$ cat src/rtl/reg_file.sv
// -----------------------------------------------------------------------------
// reg_file
//   32-entry general-purpose register file for a single-cycle RV32I core.
//   Two combinational read ports supply rs1/rs2 operands. One synchronous write
//   port takes the writeback result. Register x0 is hardwired to zero.
//
// Ports
//   clk       in   system clock; writes happen on its rising edge
//   rst       in   asynchronous, active-low reset; clears every entry at once
//   rs1_addr  in   read port 1 register index
//   rs2_addr  in   read port 2 register index
//   rd_addr   in   write port register index
//   rd_wren   in   write enable, active-high
//   rd_data   in   write data
//   rs1_data  out  contents of register rs1_addr (zero-latency)
//   rs2_data  out  contents of register rs2_addr (zero-latency)
// -----------------------------------------------------------------------------
module reg_file #(
   parameter int DATA_WIDTH = 32,
   parameter int ADDR_WIDTH = 5
) (
   input  logic                  clk,
   input  logic                  rst,
   input  logic [ADDR_WIDTH-1:0] rs1_addr,
   input  logic [ADDR_WIDTH-1:0] rs2_addr,
   input  logic [ADDR_WIDTH-1:0] rd_addr,
   input  logic                  rd_wren,
   input  logic [DATA_WIDTH-1:0] rd_data,
   output logic [DATA_WIDTH-1:0] rs1_data,
   output logic [DATA_WIDTH-1:0] rs2_data
);

   localparam int DEPTH = 2 ** ADDR_WIDTH;

   logic [DATA_WIDTH-1:0] register_array [DEPTH];

   // NOTE: this storage is deliberately built from resettable flops rather than
   // a RAM macro: every entry must read a defined zero the instant reset is
   // asserted, which a RAM cannot provide.
   always_ff @(posedge clk or negedge rst) begin
      if (!rst) begin
         for (int i = 0; i < DEPTH; i++) begin
            register_array[i] <= '0;
         end
      end else if (rd_wren && (rd_addr != '0)) begin
         // NOTE: non-blocking assignment so a same-cycle read still sees the
         // old value until after the edge (no write-to-read bypass).
         register_array[rd_addr] <= rd_data;
      end
   end

   // Entry 0 is only ever reset, so reading it already yields zero; the
   // explicit select keeps x0 at zero even if the array were ever corrupted.
   assign rs1_data = (rs1_addr == '0) ? '0 : register_array[rs1_addr];
   assign rs2_data = (rs2_addr == '0) ? '0 : register_array[rs2_addr];

endmodule

$ cat config.mk
export PLATFORM = sky130hd
export DESIGN_NAME = reg_file
export DESIGN_NICKNAME = d
export VERILOG_FILES = /design/src/rtl/reg_file.sv
export SDC_FILE = /design/constraint.sdc
export NUM_CORES = 2
export LEC_CHECK = 0
export BUFFER_PORTS_ARGS = -buffer_cell sky130_fd_sc_hd__buf_2
export CORE_MARGIN = 2
export CORE_UTILIZATION = 42
export DETAILED_ROUTE_END_ITERATION = 12
export PLACE_DENSITY_LB_ADDON = 0.15
export SYNTH_ARGS = -nofsm -noshare
export SYNTH_HDL_FRONTEND = slang
export SYNTH_SLANG_ARGS = --single-unit
$ cat constraint.sdc
create_clock -name clk -period 1.8 [get_ports clk]
set_input_delay 0.18 -clock clk [delete_from_list [all_inputs] [get_ports clk]]
set_output_delay 0.18 -clock clk [all_outputs]
set_load 0.05 [all_outputs]
# Yosys cells after proc, flatten, opt, wreduce, memory -nomap -nowiden
# Cells that the tools add are included.
# Widths: inputs -> output; s select.
# totals
ff_bits	1024
wordCells	55
out_inout_bits	64
inputBits	50
# classes
n_bitwise	3
n_reduce_logical	5
order_cmp	4
mux	11
# ops
cell	count
$bwmux 1024	1
$bmux 32 s5	2
$mux 32	7
$demux 32 s5	1
$ge 6x6->1 const B	3
$not 5->6	3
$logic_not 5->1	2
$lt 6x1->1 const B	1
$reduce_bool 5->1	1
$logic_and 1x1->1	2

# Depth between registers and ports, before layout
# logic_depth
ltp_word	6
ltp_mapped	7
mapped_depth_nobuf	4

# Worst setup path before layout
# OpenSTA, ideal clock, no wires.
# synth_path
path_kind	input to output
from	input port rs1_addr[0]
to	output port rs1_data[14]
required_ps	1620
arrival_ps	2542
path_buffers	4
path_stages	7
setup_slack_ps	-922
cell_sequence	buf_2 -> inv_1 -> buf_2 -> buf_2 -> clkbuf_1 -> o2111ai_1 -> a311oi_1
# synth_via
elab_chain_cells	5
elab_cells_between_ends	6
cone_classes	4 x mux; 1 x bitwise; 1 x reduce/logical
# synth_rtl
element	line_no	source
start, declared	24	input logic [ADDR_WIDTH-1:0] rs1_addr,
$not 5->6 (not written as such)	54	assign rs1_data = (rs1_addr == '0) ? '0 : register_array[rs1_addr];
$bmux 32 s5	54	
$mux 32 (not written as such) (2 in a row)	54	
$mux 32 *	54	
end, declared	29	output logic [DATA_WIDTH-1:0] rs1_data,
# Mark *: on every way between the ends. The rest lies on a longest branch, timed or not. The select of a mux whose other input is x is not followed.

# Final worst setup path
# layout_path
from	register register_array[686] in the netlist's numbering
to	output port rs2_data[14]
# layout_via
elab_chain_cells	4
# layout_rtl
element	line_no	source
start, declared	35	logic [DATA_WIDTH-1:0] register_array [DEPTH];
start signal, assigned by index	48	register_array[rd_addr] <= rd_data;
$bmux 32 s5	55	assign rs2_data = (rs2_addr == '0) ? '0 : register_array[rs2_addr];
$mux 32 (not written as such) (2 in a row)	55	
$mux 32	55	
end, declared	30	output logic [DATA_WIDTH-1:0] rs2_data
# Every way passes these cells. The select of a mux whose other input is x is not followed.

==> reports/results.tsv <==
metric	value	unit
status	finished with violations	
failing checks	negative setup slack	
DR pass1 iterations	6	
Core Util, Final	54.3	%
Via Count	37546	
FP Rows	132	
endpoints failing setup	64	
Synth area leader	dfrtp_1	
Largest regs	register_array: 1024 flops	
Power Total	73.5	mW
final worst slack	-0.872	ns
Synth Flop Type	dfrtp_1	
Largest Register	register_array	
syn avg cell area	15.0	sq um
Vias/cell	6.42	
RSZ-0062 raised after global routing	yes	
max-slew violation count	0	
# clock sinks	1024	
Async S/R FF share, synth	100	%
skew final	0	ns
Total Wirelength	201	mm
CTS tree	yes	
Buffers on Ports	113	
most common cell after layout, fill and taps aside	dfrtp_1	
vias in the first global route	40060	
post-synthesis cell count	3621	
flops & latches, synth	1024	
placed cells	5623	
yosys warns	0	
Distinct cells, synth	35	
wire per inst	34.4	um
Synth top area share	47.1	%
detailed placement HPWL	131	mm
R2R setup slack	0.80	ns
GR Overflow Total	0	
Die Width	364	um
main area contributors after synthesis	dfrtp_1 47%, mux2_2 22%, mux4_2 19%	
number of synthesized flops with an enable pin	0	
cts bufs inserted	116	
min cycle time layout	2.67	ns
effective utilization at floorplan	42.2	%
critical-path maximum fanout	3	
nets	4058	
total of max-cap violations	0	
Longest Clk Path Bufs	3	
final hold slack	0.0684	ns
layout cell share with drive strength beyond 1	66.1	%
Setup TNS	-47.95	ns
post-route ant nets	0	
pin count of the biggest net entering global routing	92	
Area Growth Syn to Fin	28.8	%
highest-count cells in the layout ignoring fill and taps	1024 x dfrtp_1, 997 x mux2_2, 448 x mux4_2, 384 x buf_4, 257 x buf_12	
Ports	114	
Root Buffer	clkbuf_16	
Max-slew headroom	15.8	%
clk_lat worst skew	0.74	ns
Data arrival, critical path	2.49	ns
Hold Fails Final Rpt	0	
DR DRC count	0	
Final Cycle Share	148	%
Power Density	1050	nW/um^2
full die area	132000	sq um
worst hold path type	in2reg	
htree depth	3	
Max VDD drop	933	uV
initial antenna violation count	14	
Post-Syn Area	54400	sq um
Iter 0 DRT Violations	3767	
Placer Congestion	0.871	
Leakage	30.0	nW
syn nets	3671	
die height	364	um
register area share after synthesis	47.1	%
first-pass GRT wire length	292	mm
CP endpoint kind	output pin	
fmax	374	MHz
core area	129000	sq um
crit path launch type	flop	
crit path kind	reg2out	
Tightest Pin Transition	1.26	ns
Clock Pin Slew Worst Setup and Hold Paths	0.06	ns
total global-route track usage	30.7	%
Largest register FFs	1024	
Finished Layout Cells	5845	
Worst EP required	1.62	ns
-- cell families (layout without fill, tap and decap cells) --
logic type | Yosys count | after routing | share of synthesized area (%)
buffers and inverters | 434 | 913 | 3.63
multiplexers | 1632 | 1632 | 42.8
AND/OR/NAND/NOR | 165 | 165 | 1.61
AO/OA/AOI/OAI | 366 | 366 | 4.84
other | 0 | 3 | 0
flip-flops | 1024 | 1024 | 47.1
-- report_power, final --
part           total [mW]  internal (mW)  switching [mW]
logic                18.4           10.7            7.70
clock network        24.3           14.4            9.98
registers            30.8           27.4            3.40
total                73.5           52.4            21.1
-- critical path: stages (launching register included) --
cell and delay [ns]:
dfrtp_1 0.40, mux4_2 0.47, nor2b_4 0.14, a211oi_2 0.19, buf_4 0.16, a311oi_4 0.04
buf_6 0.19, buf_12 0.14
-- path summary, 6_finish.rpt --
check	from	end	cells after the start
min in group asynchronous	rst	register_array[539]$_DFFE_PN0P_	3
worst min register to register	register_array[996]$_DFFE_PN0P_	register_array[996]$_DFFE_PN0P_	0
max in group asynchronous	rst	register_array[31]$_DFFE_PN0P_	5
worst max-delay path	register_array[686]$_DFFE_PN0P_	rs2_data[14]	7
worst max register to register	register_array[536]$_DFFE_PN0P_	register_array[536]$_DFFE_PN0P_	3
worst min-delay path	rd_data[9]	register_array[745]$_DFFE_PN0P_	2
-- layout make-up --
cell class              instances  area [sq um]
diodes                          3          7.51
clock buffers                 177          3480
clock inverters                33           409
fillers                     10156         58900
inverters                       2          12.5
multi-input cells            2163         29900
flip-flops and latches       1024         25600
well taps                    1742          2180
repair buffers                701          8470
-- routing by layer --
layer / vias up / global-route usage, % / part of all wire, %
met2: 1729 / 48.0 / 46
met4: 12 / 12.5 / 4.5
met1: 20486 / 41.9 / 41
met5: - / 0 / 0.036
li1: 14852 / - / -
met3: 467 / 6.32 / 7.8
-- cell usage after synthesis, types with 34 or more instances --
| cell | instances |
|---|---|
| mux2_2 | 1046 |
| a221oi_1 | 46 |
| buf_2 | 170 |
| a311oi_1 | 64 |
| a211oi_1 | 64 |
| dfrtp_1 | 1024 |
| clkbuf_1 | 223 |
| mux2i_1 | 128 |
| o21ai_0 | 101 |
| nand2_1 | 49 |
| buf_4 | 34 |
| mux4_2 | 448 |
| a22oi_1 | 64 |
| nor2b_1 | 71 |
-- through the flow --
| stage | cell area (sq um) | setup WS, ns |
|---|---|---|
| finish | 70000 | -0.872 |
| global route | 70000 | -0.931 |
| CTS | 69600 | -0.920 |
| detailed placement | 64600 | -0.795 |
| global placement | 64600 | -0.781 |
| floorplan | 56300 | -0.107 |
-- what timing repair did --
action | CTS | global route
gates cloned | 0 | 0
resized for setup | 216 | 87
hold buffers | 3 | 1
endpoints found under the hold margin | 799 | 19
buffers inserted | 4 | 7
setup endpoints to repair | 64 | 67
pin swaps | 78 | 31
No activity file was read; power rests on OpenSTA's default activity.
